## src/rtl/out_img_streamer.sv

```systemverilog
// Raster reader: drains w*h bytes from the destination buffer onto a valid/ready stream; first beat 3 clks after start, 1 beat/clk sustained.
// Backpressure is lossless via a 2-entry credit FIFO; STREAM_CHECKSUM_EN adds a mod-2^16 sum of accepted bytes.
module out_img_streamer #(
   parameter int AW = 19
) (
   input  logic          clk,
   input  logic          rst_n,
   input  logic          start,
   input  logic [15:0]   i_out_w,
   input  logic [15:0]   i_out_h,
   output logic          busy,
   output logic          done,
   output logic          mem_ren,
   output logic [AW-1:0] mem_raddr,
   input  logic [7:0]    mem_rdata,
   output logic          m_valid,
   input  logic          m_ready,
   output logic [7:0]    m_data,
   output logic          m_eol,
   output logic          m_last,
   output logic [31:0]   o_stall_cnt,
   output logic [15:0]   o_checksum
);

   typedef enum logic [1:0] {S_IDLE, S_STREAM, S_DRAIN, S_DONE} state_t;

   typedef struct packed {
      logic       eol;
      logic       last;
      logic [7:0] dat;
   } beat_t;

   state_t        r_state;
   logic          r_busy;
   logic          r_done;
   logic [15:0]   r_wm1;
   logic [15:0]   r_col;
   logic [AW-1:0] r_addr;
   logic [AW-1:0] r_last_addr;
   logic          r_pend;
   logic          r_pend_eol;
   logic          r_pend_last;
   beat_t         r_fifo [2];
   logic [1:0]    r_cnt;
   logic [31:0]   r_stall;

   logic          w_pop;
   logic [2:0]    w_occ;
   logic          w_issue;
   logic          w_eol;
   logic          w_last;
   logic          w_start_ok;
   logic          w_drained;
   logic          w_wr_hi;
   logic [AW-1:0] w_n;
   beat_t         w_new;

   assign w_pop      = (r_cnt != 2'd0) && m_ready;
   // Occupancy after this cycle's pop; counting the pop lets a read issue
   // in the same cycle a beat leaves, which is what sustains 1 beat/clk.
   assign w_occ      = {1'b0, r_cnt} + {2'b00, r_pend} - {2'b00, w_pop};
   assign w_issue    = (r_state == S_STREAM) && (w_occ < 3'd2);
   assign w_eol      = (r_col == r_wm1);
   assign w_last     = (r_addr == r_last_addr);
   assign w_start_ok = (i_out_w != 16'd0) && (i_out_h != 16'd0);
   assign w_drained  = !r_pend && (r_cnt == {1'b0, w_pop});
   assign w_wr_hi    = ((r_cnt - {1'b0, w_pop}) == 2'd1);
   assign w_n        = AW'(i_out_w) * AW'(i_out_h);
   assign w_new      = '{eol: r_pend_eol, last: r_pend_last, dat: mem_rdata};

   assign busy        = r_busy;
   assign done        = r_done;
   assign mem_ren     = w_issue;
   assign mem_raddr   = r_addr;
   assign m_valid     = (r_cnt != 2'd0);
   assign m_data      = r_fifo[0].dat;
   assign m_eol       = r_fifo[0].eol;
   assign m_last      = r_fifo[0].last;
   assign o_stall_cnt = r_stall;

   always_ff @(posedge clk or negedge rst_n) begin
      if (!rst_n) begin
         r_state     <= S_IDLE;
         r_busy      <= 1'b0;
         r_done      <= 1'b0;
         r_wm1       <= 16'd0;
         r_col       <= 16'd0;
         r_addr      <= '0;
         r_last_addr <= '0;
         r_stall     <= 32'd0;
      end else begin
         r_done <= 1'b0;
         case (r_state)
            S_IDLE: begin
               if (start) begin
                  r_stall <= 32'd0;
                  if (w_start_ok) begin
                     r_state     <= S_STREAM;
                     r_busy      <= 1'b1;
                     r_wm1       <= i_out_w - 16'd1;
                     r_last_addr <= w_n - AW'(1);
                     r_addr      <= '0;
                     r_col       <= 16'd0;
                  end else begin
                     r_state <= S_DONE;
                     r_done  <= 1'b1;
                  end
               end
            end
            S_STREAM: begin
               if (w_issue) begin
                  r_addr <= r_addr + AW'(1);
                  r_col  <= w_eol ? 16'd0 : r_col + 16'd1;
                  if (w_last) r_state <= S_DRAIN;
               end
            end
            S_DRAIN: begin
               if (w_drained) begin
                  r_state <= S_DONE;
                  r_busy  <= 1'b0;
                  r_done  <= 1'b1;
               end
            end
            default: r_state <= S_IDLE;
         endcase
         if (m_valid && !m_ready && (r_stall != 32'hFFFF_FFFF))
            r_stall <= r_stall + 32'd1;
      end
   end

   // Read pipeline tags and the 2-entry FIFO; entry 0 is always the head.
   always_ff @(posedge clk or negedge rst_n) begin
      if (!rst_n) begin
         r_pend      <= 1'b0;
         r_pend_eol  <= 1'b0;
         r_pend_last <= 1'b0;
         r_fifo[0]   <= '0;
         r_fifo[1]   <= '0;
         r_cnt       <= 2'd0;
      end else begin
         r_pend <= w_issue;
         if (w_issue) begin
            r_pend_eol  <= w_eol;
            r_pend_last <= w_last;
         end
         if (w_pop) r_fifo[0] <= r_fifo[1];
         if (r_pend) begin
            if (w_wr_hi) r_fifo[1] <= w_new;
            else         r_fifo[0] <= w_new;
         end
         r_cnt <= r_cnt + {1'b0, r_pend} - {1'b0, w_pop};
      end
   end

`ifdef STREAM_CHECKSUM_EN
   logic [15:0] r_cksum;

   always_ff @(posedge clk or negedge rst_n) begin
      if (!rst_n)                        r_cksum <= 16'd0;
      else if (r_state == S_IDLE && start) r_cksum <= 16'd0;
      else if (w_pop)                    r_cksum <= r_cksum + {8'd0, m_data};
   end

   assign o_checksum = r_cksum;
`else
   assign o_checksum = 16'h0000;
`endif

endmodule

```

## config.mk

```make
export PLATFORM = sky130hd
export DESIGN_NAME = out_img_streamer
export DESIGN_NICKNAME = d
export VERILOG_FILES = /design/src/rtl/out_img_streamer.sv
export SDC_FILE = /design/constraint.sdc
export NUM_CORES = 1
export LEC_CHECK = 0
export ABC_AREA = 1
export BUFFER_PORTS_ARGS = -buffer_cell sky130_fd_sc_hd__buf_2
export CAP_MARGIN = 20
export CORE_UTILIZATION = 40
export DETAILED_ROUTE_END_ITERATION = 10
export PLACE_DENSITY_LB_ADDON = 0.12
export SLEW_MARGIN = 30
export SYNTH_ARGS = -nofsm -noshare
export SYNTH_HDL_FRONTEND = slang
export SYNTH_SLANG_ARGS = --single-unit
```

## constraint.sdc

```tcl
create_clock -name clk -period 3.6 [get_ports clk]
set_input_delay 0 -clock clk [delete_from_list [all_inputs] [get_ports clk]]
set_output_delay 0 -clock clk [all_outputs]
set_load 0.05 [all_outputs]
```

==> metrics, run 1 <==
crit path kind=in -> reg; buffers added on ports=108; Final Power=roughly 18 mW; Routability Congestion=about 0.85; I/O pins=about 130; DRT Wirelength=approximately 36 mm; Placed Cells=between 2000 and 2500; highest-count cells in the layout ignoring fill and taps=424 x nand2_1, 342 x inv_1, 131 x dfrtp_1; Syn Area/Cell=between 7 and 8 sq um; Max Fanout on Critical Path=9; worst hold path type=in -> reg; row cnt=67; non-filler cells, final=~2500; initial core utilization=between 40% and 50%; FF+latch count, synth=around 130; worst vdd ir=about 0.0011 V; Cell Chain, Critical Path=buf_6 -> nand2_1 -> fa_1 -> inv_1 -> fa_1 -> fa_1 -> fa_1 -> fa_1 -> inv_1 -> fa_1 -> inv_2 -> ha_4 -> nand2_4 -> inv_2 -> nand4_1 -> or2_4 -> a21oi_1 -> o31ai_1; CTS Root Cell=clkbuf_16; TritonCTS Buffers=17; max-cap viol count=0; Fmax achieved=240.5 MHz; Place WS=-1234 ps; P_leak=8.750 nW; Crit path required time=3890 ps; CP bufs+invs=5; Pwr Density=approximately 1100 mW/mm^2; share of layout cells above drive strength 1=between 20 and 25%; slew at the pin with the worst max-slew slack=728.9 ps; Final Hold Fails=0; commonest non-fill, non-tap cell in the layout=nand2_1; gr ovfl total=0; min Tclk post-route=about 4200 ps; Critical Path End Type=flip-flop; sequential fraction of the synthesis area=between 20% and 30%; status=complete, but fails checks; ys flop type=dfrtp_1; die height=approximately 190 um; post-synth top area cell=dfrtp_1; Arrival @ worst endpoint=~4500 ps; antenna violations before repair=0; Startpoint Class=input pin; Slowest cell on crit path=fa_1; # setup viols final=11; CTS max path bufs=2; CTS tree=done; Net count, final=roughly 2200; Post-synth EDFFs=0; vias after detailed routing=between 10000 and 15000; cells after synthesis=about 1800; Skew-Pair Late Insertion Delay=around 420 ps; Die X=187.0 um; Core Util, Final=around half; skew final=a little under 9 ps; Synth async-reset ratio=100.0%; DRT iter0 DRCs=465; Synth area leaders=dfrtp_1 24%, fa_1 20%, nand2_1 12%, inv_1 10%, ha_1 5.4%; RSZ-0062 raised after global routing=yes; H-tree depth=4; Synth Cell Area=about 0.014 sq mm; first-pass GRT wire length=~60 mm; DRC=0; Die Area=0.03497 sq mm; largest net degree at the start of global routing=between 70 and 80; Worst Setup Slack, final=-557.9 ps; CP delay by family, top=adder cells; count of different cell masters after synthesis=54; clock sink count=about 130; Slew Viols, Final=0; Final period util=115.5%; cell mode on critical path=fa_1; post-route ant nets=0; Critical Path Max Stage Delay=590 ps; WL/cell=roughly 15 um; Worst Hold Slack=around 32 ps; Ys Warns=0; router iterations before antenna repair=5; violations in the final reports=negative setup slack; core area=~0.034 sq mm; vias per cell=~4.8; Reg clk slew, reported paths=roughly 60 ps; Rel. slew slack=between 50 and 60%; Layout area overhead=24.75%; detailed placement HPWL=between 20 and 30 mm; vias in the first global route=roughly 12000; antenna cells=0; share of the synthesized area in the top cell type=between 20% and 30%; Total GRT Usage=21.16%
[timing repair]
| item | CTS | global route |
|---|---|---|
| buffers inserted | 16 | 3 |
| hold endpoints to repair | 90 | 0 |
| pin swaps | 59 | 29 |
| gates resized for setup | 135 | 21 |
| hold buffers | 9 | 0 |
| cloned | 2 | 2 |
| setup endpoints to repair | 13 | 12 |
[worst paths after layout]
kind                                 start         endpoint  slack (ps)  depth (start not counted)
worst max register to register    r_cnt[1]         r_col[8]         310                         17
worst min-delay path            i_out_w[0]         r_wm1[0]          30                          3
min in group asynchronous            rst_n   o_stall_cnt[8]         180                          2
worst max-delay path            i_out_w[5]  r_last_addr[16]        -560                         18
worst min register to register   r_fifo[8]        r_fifo[8]         490                          2
max in group asynchronous            rst_n     mem_raddr[6]        2520                          3
[kinds of logic after synthesis]
family | Yosys count | share of synthesized area, %
adder cells (fa/ha/maj) | 193 | 24.99
multiplexers | 8 | 0.6581
XOR/XNOR | 86 | 5.502
AND/OR/NAND/NOR | 732 | 23.62
AO/OA/AOI/OAI | 159 | 6.755
other | 1 | 0.02739
buffers and inverters | 477 | 14.51
flip-flops | 131 | 23.95
[report_power, final]
part	switching (mW)	total, mW	internal, mW	leakage [nW]
logic	7.60	14.1	6.52	6.74
registers	0.301	2.19	1.89	1.72
clock network	0.675	1.77	1.09	0.284
total	8.58	18.1	9.51	8.75
[metrics by stage]
step,area (sq um),setup TNS (ps)
4_1_cts,16910,-4109
6_report,17080,-3965
3_3_place_gp,15580,-12760
5_1_grt,17080,-5899
3_5_place_dp,15580,-13330
2_1_floorplan,14260,-6995
[layout make-up]
class	instances	area (sq um)
Multi-Input combinational cell	1194	9051
Tap cell	448	560.5
Sequential cell	131	3278
Timing Repair Buffer	265	2147
Inverter	381	1435
Fill cell	3261	16540
Clock buffer	21	480.5
Clock inverter	11	125.1
[routing by layer]
layer  up-vias  global-route usage, %  wire, um
met5         -                      0         0
met4         0                  4.823       620
met3        38                  2.533      1259
met2       249                  38.06     17970
met1      5617                  27.04     15820
li1       5837                      -         -
[registers in the layout (all words and copies together), names as in the netlist]
name / cells
r_col: 16
r_pend_eol: 1
mem_raddr: 19
r_wm1: 16
r_last_addr: 19
r_fifo: 10
r_pend_last: 1
r_cnt: 2
o_stall_cnt: 32
m_last: 1
done: 1
r_state: 2
r_pend: 1
m_eol: 1
busy: 1
m_data: 8
[worst min-delay path, stage by stage]
cell	delay, ps
buf_4	190
buf_4	140
o21ai_1	60
[Yosys cell counts, drive strengths merged, types with 3 or more instances]
cell type,number
nor2,84
nor3,39
o21a,3
o21ai,66
a21oi,38
fa,134
or2,12
nand3b,8
a31oi,12
nand4,39
xor2,41
nor4,15
xnor2,45
nand3,73
clkbuf,36
o22ai,17
inv,380
mux2,8
ha,59
nand2,457
dfrtp,131
buf,60
o31ai,15
No activity file was read; power rests on OpenSTA's default activity.
==> run 2: changes to the inputs <==
Settings changed: SETUP_SLACK_MARGIN set to 0.05.
==> metrics, run 2 (synthesis results as in run 1) <==
DRC=0 (unchanged); Rel. slew slack=47.47% (-3.9 points); Core Util, Final=50.62% (-0.19 points); row cnt=67 (unchanged); P_leak=8.698 nW (-0.59%); DRT Wirelength=35.66 mm (about the same); Reg clk slew, reported paths=60 ps (about the same); CP bufs+invs=6 (+1); buffers added on ports=108 (unchanged); skew final=9.156 ps (+0.3009 ps); Arrival @ worst endpoint=4520 ps (+70 ps); cell mode on critical path=fa_1; detailed placement HPWL=28.19 mm (+1.0%); Slew Viols, Final=0 (unchanged); core area=0.03362 sq mm (unchanged); crit path kind=in -> reg; Total GRT Usage=21.30% (+0.14 points); Skew-Pair Late Insertion Delay=420 ps (about the same); Clock Power Share=9.5% (-0.3 points); status=complete, but fails checks; post-route ant nets=0 (unchanged); largest net degree at the start of global routing=85 (+10%); first-pass GRT wire length=60.33 mm (+1.0%); Critical Path End Type=flip-flop; Die X=187.0 um (unchanged); CTS max path bufs=2 (unchanged); I/O pins=125 (unchanged); initial core utilization=40.72% (unchanged); share of layout cells above drive strength 1=23.91% (+0.75 points); Routability Congestion=0.8831 (+3.5%); Net count, final=2227 (unchanged); Cell Chain, Critical Path=buf_4 -> nand2_2 -> inv_2 -> fa_1 -> inv_1 -> fa_1 -> inv_2 -> fa_1 -> inv_1 -> fa_1 -> fa_1 -> fa_1 -> inv_2 -> ha_4 -> a21oi_2 -> o21a_1 -> o21ai_1 -> a31oi_1 -> nand3_1 -> nand3_1 -> nand2_1; die height=187.0 um (unchanged); Place WS=-1212 ps (+22.04 ps); slew at the pin with the worst max-slew slack=787.9 ps (+59.04 ps); Die Area=0.03497 sq mm (unchanged); antenna violations before repair=0 (unchanged); Worst Setup Slack, final=-608.2 ps (-50.25 ps); worst hold path type=in -> reg; highest-count cells in the layout ignoring fill and taps=423 x nand2_1, 332 x inv_1, 131 x dfrtp_1; worst vdd ir=0.0008967 V (-15%); Crit path required time=3910 ps (+20 ps); violations in the final reports=negative setup slack; DRT iter0 DRCs=564 (+21%); CTS Root Cell=clkbuf_16; RSZ-0062 raised after global routing=yes; router iterations before antenna repair=5 (unchanged); # setup viols final=11 (unchanged); combinational group share of total power=78.2% (about the same); TritonCTS Buffers=17 (unchanged); max FFs per register=32 (unchanged); Max Fanout on Critical Path=6 (-3); antenna cells=0 (unchanged); vias after detailed routing=11760 (+0.12%); clock sink count=131 (unchanged); Pwr Density=1052 mW/mm^2 (-0.62%); CP delay by family, top=adder cells; WL/cell=14.55 um (about the same); Final Hold Fails=0 (unchanged); vias per cell=4.796 (+0.12%); commonest non-fill, non-tap cell in the layout=nand2_1; Startpoint Class=input pin; vias in the first global route=12030 (+0.91%); Layout area overhead=24.29%; CTS tree=done; sw power=8.595 mW (+0.19%); max-cap viol count=0 (unchanged); Stages on worst setup path=21 (+3); Critical Path Max Stage Delay=570 ps (-20 ps); hold path cells=3 (unchanged); H-tree depth=4 (unchanged); Power Internal=9.312 mW (-2.0%); Worst R2R Path Depth=17 (unchanged); min Tclk post-route=4208 ps (+50.25 ps); Flop pwr share=12.2% (about the same); switching portion of total power=48.00% (+0.56 points); Final period util=116.9% (+1.4 points); Fmax achieved=237.6 MHz (-1.2%); Slowest cell on crit path=fa_1; Layout fillers=3286 (+0.77%); gr ovfl total=0 (unchanged)
-- run 2: cell types whose count changed in the layout (fill, tap and decap cells not counted), sizes merged --
cell,change
clkbuf,-5
bufinv,-1
inv,+5
buf,+2
clkinv,+3
clkinvlp,-4
-- run 2: tightest hold or removal path: stages --
cell and delay, ps:
buf_6 140, buf_4 170, o21ai_1 70
-- run 2: routing by layer --
metal / track usage [%] / share of wire, % / vias to the layer above
met5: 0 / 0 / -
met4: 6.148 / 2.0 / 0
met3: 2.420 / 3.2 / 43
met2: 37.74 / 49 / 255
met1: 27.28 / 45 / 5611
li1: - / - / 5846
-- run 2: final cells by class --
cell class                 count  area (sq um)  share of cell area, %
clock buffer                  18         439.2                  2.581
timing repair buffer         265          2057                  12.09
multi-input combinational   1194          9101                  53.49
sequential                   131          3278                  19.27
tap                          448         560.5                  3.294
clock inverter                14         143.9                 0.8456
inverter                     381          1435                  8.434
-- run 2: repair_timing --
action	CTS	global route
resized for setup	108	60
buffers inserted	15	10
pin swaps	60	56
setup endpoints to repair	12	26
hold endpoints to repair	98	0
hold buffers	9	0
cloned	1	0
-- run 2: power by group through the flow --
| stage | Sequential, mW | Clock (mW) | Combinational [mW] |
|---|---|---|---|
| 6_report | 2.19 | 1.71 | 14.0 |
| 2_1_floorplan | 2.33 | 0 | 8.60 |
| 4_1_cts | 2.20 | 1.75 | 13.6 |
| 5_1_grt | 2.25 | 1.81 | 15.6 |
| 3_5_place_dp | 2.22 | 0 | 12.6 |
| 3_3_place_gp | 2.21 | 0 | 12.4 |
-- run 2: worst paths after layout --
| check | startpoint | endpoint | slack [ps] |
|---|---|---|---|
| worst max-delay path | i_out_h[13] | r_last_addr[18] | -610 |
| worst min-delay path | i_out_w[0] | r_wm1[0] | 3 |
| worst max register to register | r_cnt[1] | r_col[13] | 450 |
| worst min register to register | r_fifo[8] | r_fifo[8] | 490 |
| max in group asynchronous | rst_n | r_wm1[8] | 2510 |
| min in group asynchronous | rst_n | o_stall_cnt[0] | 220 |
-- run 2: stage by stage --
step	power, mW	TNS (ps)	instance area (sq um)	hold slack, ps	instances
6_report	17.91	-4494	17020	3.348	2451
5_1_grt	19.64	-6230	17020	0.7014	2451
4_1_cts	17.50	-4611	16730	24.87	2443
3_5_place_dp	14.80	-12170	15560	117.8	2387
3_3_place_gp	14.65	-11600	15560	115.7	2387
2_1_floorplan	10.93	-6988	14270	-295.6	1802
==> run 3: changes to the inputs <==
Settings changed: PLACE_DENSITY set to 0.63, PLACE_DENSITY_LB_ADDON 0.12 to unset.
==> metrics, run 3 (synthesis results as in run 1) <==
max FFs per register=32 (unchanged); DRT iter0 DRCs=504 (-11%); die height=187.0 um (unchanged); worst vdd ir=0.001070 V (+19%); antenna cells=0 (unchanged); first-pass GRT wire length=59.45 mm (-1.5%); CP bufs+invs=8 (+2); antenna violations before repair=0 (unchanged); Routability Congestion=0.9161 (+3.7%); Final period util=118.7% (+1.8 points); vias per cell=4.873 (+1.6%); Slowest cell on crit path=fa_1; crit path kind=in -> reg; Worst Setup Slack, final=-674.4 ps (-66.25 ps); # setup viols final=11 (unchanged); gr ovfl total=0 (unchanged); Place WS=-1172 ps (+39.65 ps); CTS Root Cell=clkbuf_16; Skew-Pair Late Insertion Delay=420 ps (about the same); CP delay by family, top=adder cells; H-tree depth=4 (unchanged); post-route cell area=0.01699 sq mm (-0.15%); Total GRT Usage=20.65% (-0.65 points); P_leak=8.695 nW (about the same); largest net degree at the start of global routing=90 (+5.9%); commonest non-fill, non-tap cell in the layout=nand2_1; max-cap viol count=0 (unchanged); cell mode on critical path=fa_1; detailed placement HPWL=27.85 mm (-1.2%); Slew Viols, Final=0 (unchanged); min Tclk post-route=4274 ps (+66.25 ps); TritonCTS Buffers=17 (unchanged); row cnt=67 (unchanged); Pwr Density=1109 mW/mm^2 (+5.4%); I/O pins=125 (unchanged); DRT Wirelength=35.39 mm (-0.77%); vias in the first global route=12060 (+0.32%); violations in the final reports=negative setup slack; highest-count cells in the layout ignoring fill and taps=420 x nand2_1, 333 x inv_1, 131 x dfrtp_1; Critical Path Max Stage Delay=530 ps (-40 ps); router iterations before antenna repair=5 (unchanged); DRC=0 (unchanged); initial core utilization=40.72% (unchanged); worst hold path type=in -> reg; Final Power=18.85 mW (+5.3%); CTS max path bufs=2 (unchanged); Critical Path End Type=flip-flop; skew final=12.74 ps (+3.580 ps); Die X=187.0 um (unchanged); Placed Cells=2391 (+0.17%); Net count, final=2223 (-0.18%); Cell Chain, Critical Path=buf_12 -> buf_6 -> nand2_2 -> inv_2 -> fa_1 -> inv_2 -> fa_1 -> inv_2 -> fa_2 -> fa_1 -> fa_1 -> inv_1 -> fa_1 -> inv_2 -> ha_4 -> nand2_4 -> inv_4 -> nand4_1 -> or2_4 -> nand2_2 -> nor2_1 -> o31ai_1; Worst Hold Slack=32.70 ps (+29.35 ps); Fmax achieved=233.9 MHz (-1.5%); slew at the pin with the worst max-slew slack=845.3 ps (+57.43 ps); non-filler cells, final=2447 (-0.16%); Die Area=0.03497 sq mm (unchanged); vias after detailed routing=11930 (+1.4%); CTS tree=done; Crit path required time=3920 ps (about the same); WL/cell=14.46 um (-0.61%); Reg clk slew, reported paths=60 ps (about the same); Rel. slew slack=43.64% (-3.8 points); post-route ant nets=0 (unchanged); status=complete, but fails checks; core area=0.03362 sq mm (unchanged); share of layout cells above drive strength 1=23.91% (about the same); Final Hold Fails=0 (unchanged); buffers added on ports=108 (unchanged); placed cell area=0.01559 sq mm (+0.19%); clock sink count=131 (unchanged); RSZ-0062 raised after global routing=yes; Max Fanout on Critical Path=8 (+2); Layout area overhead=24.10%; Arrival @ worst endpoint=4590 ps (+70 ps); Startpoint Class=input pin
## run 3: cell types whose count changed in the layout (fill, tap and decap cells not counted), moves of 3 or more
cell	before	now
nand2_1	423	420
nand3_1	68	65
buf_6	30	36
ha_4	24	19
nand2_2	27	31
bufinv_16	1	4
nand3_2	5	8
ha_1	34	39
buf_8	7	3
buf_2	86	83
## run 3: layout make-up
class,instances,area (sq um)
Sequential cell,131,3278
Multi-Input combinational cell,1194,9099
Timing Repair Buffer,261,1982
Tap cell,448,560.5
Clock inverter,14,202.7
Clock buffer,18,429.2
Inverter,381,1438
Fill cell,3209,16630
## run 3: worst paths after layout
check	endpoint	cells after the start	start	slack, ps
min in group asynchronous	o_stall_cnt[0]	2	rst_n	190
max in group asynchronous	r_last_addr[10]	3	rst_n	2480
setup / recovery	r_last_addr[16]	22	i_out_h[7]	-670
setup reg to reg	r_col[8]	17	r_cnt[1]	410
hold reg to reg	r_fifo[8]	2	r_fifo[8]	490
hold / removal	r_wm1[0]	3	i_out_w[0]	30
## run 3: report_power, final
| group | internal [mW] | switching [mW] | leakage, nW | total [mW] |
|---|---|---|---|---|
| Sequential | 1.89 | 0.301 | 1.72 | 2.19 |
| Clock | 1.17 | 0.689 | 0.305 | 1.86 |
| Combinational | 6.70 | 8.10 | 6.67 | 14.8 |
## run 3: through the flow
step	utilization, %	TNS, ps
after floorplan	-	-6988
after detailed placement	46.39	-12380
after global routing	50.54	-6945
after CTS	49.89	-4637
after global placement	46.39	-11740
final	50.54	-5071
## run 3: worst min-delay path: stages
cell and delay [ps]:
buf_4 170, buf_4 170, o21ai_1 70
## run 3: what timing repair did
| item | CTS | global route |
|---|---|---|
| pin swaps | 81 | 40 |
| gates resized for setup | 108 | 58 |
| endpoints found under the setup margin | 12 | 29 |
| hold buffers | 9 | 0 |
| hold endpoints to repair | 103 | 0 |
| setup buffers | 11 | 5 |
## run 3: per-layer routing
| metal | share of wire (%) | global-route usage [%] | vias up |
|---|---|---|---|
| met4 | 1.7 | 5.454 | 0 |
| li1 | - | - | 5840 |
| met1 | 44 | 26.67 | 5698 |
| met5 | 0 | 0 | - |
| met2 | 50 | 36.84 | 345 |
| met3 | 4.4 | 1.989 | 42 |
